--- src/rtl/register_file_mp_if.sv ---
// register_file_mp_if
//   Bus bundle for register_file_mp: two read ports (address in; data and
//   scoreboard busy flag out), two write ports, and the busy-allocation port.
//   Ports:
//     A1, A2       read addresses            RD1, RD2     read data
//     BUSY1, BUSY2 busy flag for A1/A2       WE1, WE2     write enables
//     A3, A4       write addresses           WD1, WD2     write data
//     ALLOC        mark ALLOC_A busy         ALLOC_A      register to mark busy
//   master: the datapath side, which drives addresses and data.
//   slave:  the register file itself.
//   WIDTH and AW must match the WIDTH and $clog2(DEPTH) of the register file
//   that this bundle is connected to.
interface register_file_mp_if #(
  parameter int WIDTH = 32,
  parameter int AW    = 5
);
  logic [AW-1:0]    A1;
  logic [AW-1:0]    A2;
  logic [WIDTH-1:0] RD1;
  logic [WIDTH-1:0] RD2;
  logic             BUSY1;
  logic             BUSY2;
  logic             WE1;
  logic             WE2;
  logic [AW-1:0]    A3;
  logic [AW-1:0]    A4;
  logic [WIDTH-1:0] WD1;
  logic [WIDTH-1:0] WD2;
  logic             ALLOC;
  logic [AW-1:0]    ALLOC_A;

  modport master (
    output A1, A2, WE1, WE2, A3, A4, WD1, WD2, ALLOC, ALLOC_A,
    input  RD1, RD2, BUSY1, BUSY2
  );

  modport slave (
    input  A1, A2, WE1, WE2, A3, A4, WD1, WD2, ALLOC, ALLOC_A,
    output RD1, RD2, BUSY1, BUSY2
  );
endinterface

--- src/rtl/register_file_mp.sv ---
// register_file_mp
//   Multi-port register file: two combinational read ports with same-cycle
//   write bypass, two clocked write ports (port 2 wins on an address clash),
//   an optional hardwired zero register, and a per-register busy scoreboard
//   used by the pipelined core for hazard detection.
//   Ports:
//     clk    clock; all state updates on the rising edge
//     rst_n  synchronous active-low reset; clears storage and busy bits
//     bus    register_file_mp_if.slave (read, write and allocation ports)
//   Parameters:
//     WIDTH     data width of each register
//     DEPTH     number of registers (power of two, >= 2)
//     ZERO_REG  1: register 0 reads as 0, is never written, never busy
module register_file_mp #(
  parameter int WIDTH    = 32,
  parameter int DEPTH    = 32,
  parameter int ZERO_REG = 1,
  localparam int AW      = $clog2(DEPTH)
) (
  input logic               clk,
  input logic               rst_n,
  register_file_mp_if.slave bus
);

  logic [WIDTH-1:0] mem_q [DEPTH];
  logic [WIDTH-1:0] mem_d [DEPTH];
  logic [DEPTH-1:0] busy_q;
  logic [DEPTH-1:0] busy_d;

  logic wr1_ok;
  logic wr2_ok;
  logic alloc_ok;

  function automatic logic is_zero(input logic [AW-1:0] addr);
    return (ZERO_REG != 0) && (addr == '0);
  endfunction

  assign wr1_ok   = bus.WE1   && !is_zero(bus.A3);
  assign wr2_ok   = bus.WE2   && !is_zero(bus.A4);
  assign alloc_ok = bus.ALLOC && !is_zero(bus.ALLOC_A);

  // Port 2 is applied after port 1 so it wins a same-address clash. The
  // allocation is applied last: a new producer issuing in the same cycle as
  // a retiring write to that register leaves the register busy.
  always_comb begin
    mem_d  = mem_q;
    busy_d = busy_q;
    if (wr1_ok) begin
      mem_d[bus.A3]  = bus.WD1;
      busy_d[bus.A3] = 1'b0;
    end
    if (wr2_ok) begin
      mem_d[bus.A4]  = bus.WD2;
      busy_d[bus.A4] = 1'b0;
    end
    if (alloc_ok) begin
      busy_d[bus.ALLOC_A] = 1'b1;
    end
  end

  always_ff @(posedge clk) begin
    if (!rst_n) begin
      for (int i = 0; i < DEPTH; i++) begin
        mem_q[i] <= '0;
      end
      busy_q <= '0;
    end else begin
      mem_q  <= mem_d;
      busy_q <= busy_d;
    end
  end

  // Read ports. A write presented this cycle is forwarded to a matching
  // read and also hides the busy bit, since the producer is retiring now.
  // Bypass and outputs are suppressed while reset is held.
  for (genvar p = 0; p < 2; p++) begin : g_rd
    logic [AW-1:0]    addr;
    logic             hit1;
    logic             hit2;
    logic [WIDTH-1:0] data;
    logic             busy;

    assign addr = (p == 0) ? bus.A1 : bus.A2;
    assign hit1 = bus.WE1 && (bus.A3 == addr);
    assign hit2 = bus.WE2 && (bus.A4 == addr);

    always_comb begin
      data = mem_q[addr];
      busy = busy_q[addr] && !(hit1 || hit2);
      if (hit2) begin
        data = bus.WD2;
      end else if (hit1) begin
        data = bus.WD1;
      end
      if (!rst_n || is_zero(addr)) begin
        data = '0;
        busy = 1'b0;
      end
    end
  end

  assign bus.RD1   = g_rd[0].data;
  assign bus.RD2   = g_rd[1].data;
  assign bus.BUSY1 = g_rd[0].busy;
  assign bus.BUSY2 = g_rd[1].busy;

endmodule
--- src/flat_wrapper.sv ---
// flat-port wrapper written by rule: the top's interface ports become plain ports
module register_file_mp_flat 
#(
  parameter int WIDTH    = 32,
  parameter int DEPTH    = 32,
  parameter int ZERO_REG = 1,
  localparam int AW      = $clog2(DEPTH)
)
  (clk, rst_n, bus_A1, bus_A2, bus_WE1, bus_WE2, bus_A3, bus_A4, bus_WD1, bus_WD2, bus_ALLOC, bus_ALLOC_A, bus_RD1, bus_RD2, bus_BUSY1, bus_BUSY2);
  register_file_mp_if #(.WIDTH(WIDTH)) bus_i ();
  input logic clk;
  input logic rst_n;
  input wire logic [$bits(bus_i.A1)-1:0] bus_A1;
  input wire logic [$bits(bus_i.A2)-1:0] bus_A2;
  input wire logic [$bits(bus_i.WE1)-1:0] bus_WE1;
  input wire logic [$bits(bus_i.WE2)-1:0] bus_WE2;
  input wire logic [$bits(bus_i.A3)-1:0] bus_A3;
  input wire logic [$bits(bus_i.A4)-1:0] bus_A4;
  input wire logic [$bits(bus_i.WD1)-1:0] bus_WD1;
  input wire logic [$bits(bus_i.WD2)-1:0] bus_WD2;
  input wire logic [$bits(bus_i.ALLOC)-1:0] bus_ALLOC;
  input wire logic [$bits(bus_i.ALLOC_A)-1:0] bus_ALLOC_A;
  output wire logic [$bits(bus_i.RD1)-1:0] bus_RD1;
  output wire logic [$bits(bus_i.RD2)-1:0] bus_RD2;
  output wire logic [$bits(bus_i.BUSY1)-1:0] bus_BUSY1;
  output wire logic [$bits(bus_i.BUSY2)-1:0] bus_BUSY2;
  assign bus_i.A1 = bus_A1;
  assign bus_i.A2 = bus_A2;
  assign bus_i.WE1 = bus_WE1;
  assign bus_i.WE2 = bus_WE2;
  assign bus_i.A3 = bus_A3;
  assign bus_i.A4 = bus_A4;
  assign bus_i.WD1 = bus_WD1;
  assign bus_i.WD2 = bus_WD2;
  assign bus_i.ALLOC = bus_ALLOC;
  assign bus_i.ALLOC_A = bus_ALLOC_A;
  assign bus_RD1 = bus_i.RD1;
  assign bus_RD2 = bus_i.RD2;
  assign bus_BUSY1 = bus_i.BUSY1;
  assign bus_BUSY2 = bus_i.BUSY2;
  register_file_mp #(.WIDTH(WIDTH), .DEPTH(DEPTH), .ZERO_REG(ZERO_REG)) u_core (.clk(clk), .rst_n(rst_n), .bus(bus_i));
endmodule
--- config.mk ---
export PLATFORM = sky130hd
export DESIGN_NAME = register_file_mp_flat
export DESIGN_NICKNAME = d
export VERILOG_FILES = /design/src/rtl/register_file_mp_if.sv /design/src/rtl/register_file_mp.sv /design/src/flat_wrapper.sv
export SDC_FILE = /design/constraint.sdc
export NUM_CORES = 2
export LEC_CHECK = 0
export CORE_MARGIN = 1
export CORE_UTILIZATION = 50
export DETAILED_ROUTE_END_ITERATION = 8
export GPL_ROUTABILITY_DRIVEN = 1
export PLACE_DENSITY_LB_ADDON = 0.1
export SETUP_SLACK_MARGIN = 0.1
export SYNTH_ARGS = -nofsm -noshare
export SYNTH_HDL_FRONTEND = slang
export SYNTH_SLANG_ARGS = --single-unit
export TNS_END_PERCENT = 50
--- constraint.sdc ---
create_clock -name clk -period 2.95 [get_ports clk]
set_input_delay 0.59 -clock clk [delete_from_list [all_inputs] [get_ports clk]]
set_output_delay 0.59 -clock clk [all_outputs]
set_load 0.05 [all_outputs]
* After elaboration in Yosys (flattened, before gate mapping) *
Cells that the tools add are included.

word-level totals
  logic and storage cells = 124
  bits of input ports = 94
  flip-flop bits (word level) = 1056
  output and inout bits = 66

cells by class
  reductions and logical operators = 29
  equal/unequal tests = 4
  multiplexer cells = 35
  bitwise operators = 9
  $lt $le $gt $ge = 14

operators with widths
  kind                                                                   count
  1024-bit bitwise mux                                                   2
  1024-bit two-way mux                                                   2
  32-bit two-way mux                                                     15
  32-bit binary-select mux with 5-bit select                             2
  32-bit demux with 5-bit select                                         2
  32-bit bitwise AND                                                     2
  32-bit NOT                                                             2
  32-bit bitwise OR                                                      1
  5-bit by 6-bit < comparator with 1-bit output, second input constant   5
  5-bit logical NOT                                                      5
  6-bit >= comparator, second input constant                             4
  5-bit NOT with 6-bit output                                            4
  5-bit equality test                                                    4
  1-bit demux with 5-bit select                                          3
  5-bit by 1-bit >= comparator with 1-bit output, second input constant  3
  1-bit logical AND                                                      14
  6-bit by 1-bit < comparator with 1-bit output, second input constant   2
  1-bit binary-select mux with 5-bit select                              2
  1-bit two-way mux                                                      7
  1-bit logical NOT                                                      6
  1-bit logical OR                                                       4

* Longest topological paths before layout *
  word-level depth = 11
  depth in mapped cells = 10

* Worst setup path after synthesis *
OpenSTA, ideal clock, no wires.

  path kind = input to output
  start = in bus_A1[0]
  end = out bus_RD1[13]
  data arrival time = 3084 ps
  path slack = -724 ps
  buffers on the path = 5
  stages = 10
  cell sequence = buf_6 buf_12 buf_6 buf_6 buf_6 nor3_1 o32ai_1 a21oi_1 o21a_1 o32ai_1

between the ends
  cells in the longest elaborated chain, start to end = 7
  elaborated cells between the ends (all ways) = 13
  those cells by class = 2 x eq/ne; 6 x mux; 1 x bitwise; 4 x reduce/logical

ends and longest elaborated chain
  element                                                line                    text
  start: declaration                                     flat_wrapper.sv:13      input wire logic [$bits(bus_i.A1)-1:0] bus_A1;
  5-bit NOT with 6-bit output (not written as such)      register_file_mp.sv:88  data = mem_q[addr];
  32-bit binary-select mux with 5-bit select             register_file_mp.sv:88
  32-bit two-way mux (not written as such) (2 in a row)  register_file_mp.sv:88
  32-bit two-way mux                                     register_file_mp.sv:92  end else if (hit1) begin
  32-bit two-way mux                                     register_file_mp.sv:90  if (hit2) begin
  32-bit two-way mux *                                   register_file_mp.sv:95  if (!rst_n || is_zero(addr)) begin
  end: declaration                                       flat_wrapper.sv:23      output wire logic [$bits(bus_i.RD1)-1:0] bus_RD1;

Every way passes the cells marked *; elsewhere a longest branch is shown, timed or not. The select of a mux whose other input is x is not followed.

* Worst setup path after layout *
  start = in bus_A2[0]
  end = out bus_RD2[15]

between the ends
  cells in the longest elaborated chain, start to end = 7
  elaborated cells between the ends (all ways) = 13
  those cells by class = 2 x eq/ne; 6 x mux; 1 x bitwise; 4 x reduce/logical

ends and longest elaborated chain
  element                                                line                    text
  start: declaration                                     flat_wrapper.sv:14      input wire logic [$bits(bus_i.A2)-1:0] bus_A2;
  5-bit NOT with 6-bit output (not written as such)      register_file_mp.sv:88
  32-bit binary-select mux with 5-bit select             register_file_mp.sv:88
  32-bit two-way mux (not written as such) (2 in a row)  register_file_mp.sv:88
  32-bit two-way mux                                     register_file_mp.sv:92
  32-bit two-way mux                                     register_file_mp.sv:90
  32-bit two-way mux *                                   register_file_mp.sv:95
  end: declaration                                       flat_wrapper.sv:24      output wire logic [$bits(bus_i.RD2)-1:0] bus_RD2;

Marks and branches as above.

==> results_dict.tcl <==
set metrics [dict create \
    grtUsageTotal 0.550 \
    instances_no_fill 9746 \
    wl_per_cell_um 38.5 \
    grt_pass1_vias 67900 \
    finClkSkew_ns 0 \
    cts_num_sinks 1056 \
    dp_hpwl_um 241000 \
    insertion_delay_ns 0.77 \
    viasPerCell 7.56 \
    fmax_mhz 293 \
    synth_edf_count 0 \
    reg2reg_slack_ns 2.01 \
    tightestPinTransition_ns 0.813 \
    worstPathMaxFanout 7 \
    max_slew_margin 0.458 \
    timing.rr.end "u_core.mem_q[957]" \
    drtAntennaViolNets 0 \
    std_cell_rows 132 \
    grt.overflow.total 0 \
    wl_met3_um 63800 \
    rsz0062_at_grt "yes" \
    yosys.area.top_type "dfxtp_1" \
    hold_buffers 0 \
    final_nets 7989 \
    die_h_um 363 \
    synth_top_cells_by_area "dfxtp_1 32%, mux4_2 11%, a311oi_1 9.9%, mux2i_1 7.0%, nand2_1 6.9%" \
    syn_avg_cell_area_um2 8.54 \
    arrival_ns 2.82 \
    firstDrtPassIters 9 \
    grt_max_degree 95 \
    post-place-cells 9375 \
    pin_count 160 \
    cts_tree "done" \
    path_class "in2out" \
    status "finished, violations left" \
    dr_wl_met2_um 145000 \
    finalCriticalPeriod_ns 3.41 \
    cts_buffers 121 \
    final_hold_viol_count 0 \
    p_int_mw 26.7 \
    yosysWarningCount 0 \
    clockBufferDepth 3 \
    synth_fp_nets 7740 \
    cts_root_buf "clkbuf_16" \
    fin_crit_sh 1.16 \
    post-route-util 0.654 \
    gp_congestion 1.02 \
    antenna_found_initial 16 \
    p_per_area_nw_per_um2 447 \
    drive_gt1_frac 0.278 \
    syn_to_final_growth_pct 29.8 \
    pwr-share-seq 0.390 \
    violations "negative setup slack" \
    synthCells 7646 \
    clk_pin_slew_ns 0.06 \
    min_path_type "in2reg" \
    drt-initial-drc-count 13200 \
    drc 0 \
    report.final.setup_viol 66 \
    combPwrFrac 0.178 \
    setup-tns-final_ns -20.80 \
    drv_cap 0 \
    yosysSeqAreaShare 0.324 \
    io_buffers 159 \
    required_ns 2.36 \
    nFillCells 10500 \
    maxSlewViolCount 0 \
    fin_ws_ns -0.460 \
    met1_length_um 130000 \
    synth_area_um2 65300 \
    crit_path_start_kind "input pin" \
    ys_types 80 \
    die_area_um2 132000 \
    r2r_cells 2 \
    num_vias 73700 \
    leakage_nw 31.8 \
    vdd_drop_max_mv 0.494 \
    whs_endpoint "u_core.mem_q[952]" \
    power_switching_mw 11.2 \
    switching_share 0.295 \
    h-tree-depth 3 \
    p_clk_frac 0.431 \
    grt_first_pass_wirelength_um 517000 \
    synth_top_area_share 0.324 \
    top_layer "met5" \
    setup.worst_path.end_class "primary output" \
    cp_common_cell "buf_12" \
    synth_seq_cells 1056 \
    slowest_stage "mux4_2" \
    die_w_um 363 \
    worstHoldStart "rst_n" \
    crit_chain "buf_16, buf_12, buf_6, buf_12, mux4_2, a22o_1, nor3_2, buf_4, o21ai_4, buf_12" \
    wirelength_um 375000 \
    max_stage_delay_ns 0.60 \
    whs_path_depth 3 \
    synth_flop_cell "dfxtp_1" \
    start_util 0.504 \
    fp.coreArea_um2 129000 \
    reg2reg_from "u_core.mem_q[957]" \
    async_flop_share 0 \
]
cell usage in the layout, fill, tap and decap left out, types with 34 or more instances in the layout:
master	synthesis	final
a211oi_1	233	206
a21oi_1	74	48
a22o_1	122	121
a22oi_2	0	53
a311oi_1	736	736
and2_1	44	37
buf_12	2	356
buf_4	37	616
buf_6	19	73
clkbuf_16	0	125
clkdlybuf4s50_1	0	70
dfxtp_1	1056	1027
mux2_2	137	137
mux2i_1	458	450
mux4_2	332	333
nand2_1	1205	1157
nand2_4	0	37
nand3_1	261	258
nor2_1	1023	999
nor3_1	95	50
nor3_2	1	34
o211a_1	49	49
o211ai_1	63	63
o21ai_0	174	149
o22ai_1	93	80
stage by stage:
step / hold slack (ns) / total power [mW] / area, um^2 / setup slack [ns]
finish: 0.240 / 37.8 / 84700 / -0.460
global placement: 0.464 / 20.8 / 76700 / -0.975
floorplan: 0.448 / 18.0 / 66300 / -0.163
detailed placement: 0.469 / 20.9 / 76700 / -0.950
CTS: 0.211 / 37.2 / 83800 / -0.386
global route: 0.225 / 38.3 / 84700 / -0.412
layer usage:
metal  up-vias  track usage
li1      29000            -
met3      1865        0.245
met5         -      0.00581
met2      7154        0.737
met4         8        0.435
met1     35700        0.679
Yosys cell counts (all sizes together) (5+ instances only):
cell type  number
clkbuf        745
or3b            7
xnor2          12
nor3b          14
a211o          26
o22a            6
o32ai          14
mux2i         458
and2           45
mux2          137
dfxtp        1056
a22oi          80
xor2            8
nand3b         18
and3b           7
o31ai          38
o221ai         30
inv            26
a21oi          74
o211ai         63
a21o            9
o22ai          93
nand2b          5
o211a          49
nand2        1207
nor2b          11
nor2         1024
a41oi           6
a311oi        736
a22o          122
a211oi        233
o21ai         186
or3             7
o311ai         12
mux4          342
and3            7
nor3           96
o21a            5
a221oi          7
buf           311
nand3         261
a32oi          26
worst max-delay path by stage:
stage,from,end,slack (ns)
after global routing,bus_A1[0],bus_RD1[27],-0.41
after detailed placement,bus_A2[3],bus_RD2[20],-0.95
after global placement,bus_A2[3],bus_RD2[20],-0.97
after floorplan,bus_A1[3],bus_RD1[12],-0.16
final,bus_A2[0],bus_RD2[15],-0.46
after CTS,bus_A2[0],bus_RD2[13],-0.39
area by class of cell:
| type | count | area (um^2) | share of cell area |
|---|---|---|---|
| Multi-Input combinational cell | 5509 | 42400 | 0.500 |
| Clock buffer | 180 | 3580 | 0.0423 |
| Sequential cell | 1056 | 21200 | 0.250 |
| Tap cell | 1742 | 2180 | 0.0257 |
| Inverter | 26 | 105 | 0.00124 |
| Timing Repair Buffer | 1181 | 14700 | 0.174 |
| Clock inverter | 39 | 579 | 0.00684 |
| Antenna cell | 13 | 32.5 | 0.000384 |
flip-flops by register name, indices dropped and copies added, names as in the netlist:
signal and flops:
u_core.mem_q 1024, u_core.busy_q 32
power by group through the flow:
stage	clock network [mW]	registers (mW)	logic, mW
CTS	16.2	14.7	6.29
finish	16.3	14.8	6.75
global placement	0	15.0	5.79
detailed placement	0	15.1	5.82
global route	16.8	14.8	6.73
floorplan	0	15.0	2.98
critical path: cells and delay by family:
family / cells / cell delay, ns
buffers and inverters: 6 / 0.95
multiplexers: 1 / 0.60
AO/OA/AOI/OAI: 2 / 0.38
AND/OR/NAND/NOR: 1 / 0.28
repair_timing:
| action | CTS | global route |
|---|---|---|
| cloned | 19 | 1 |
| buffers inserted | 92 | 28 |
| setup endpoints to repair | 66 | 66 |
| resized for setup | 343 | 155 |
| pin swaps | 120 | 72 |
cells by family (layout without fill, tap and decap cells):
kind of cell | count (synthesis) | count (layout) | share of synthesized area
other | 0 | 13 | 0
buffers and inverters | 1082 | 1426 | 0.0706
AOI/OAI and AO/OA | 1826 | 1826 | 0.220
DFF | 1056 | 1056 | 0.324
muxes | 937 | 937 | 0.212
and+or+nand+nor | 2725 | 2726 | 0.171
xor gates and xnor gates | 20 | 20 | 0.00268
(Power assumes the default switching activity.)
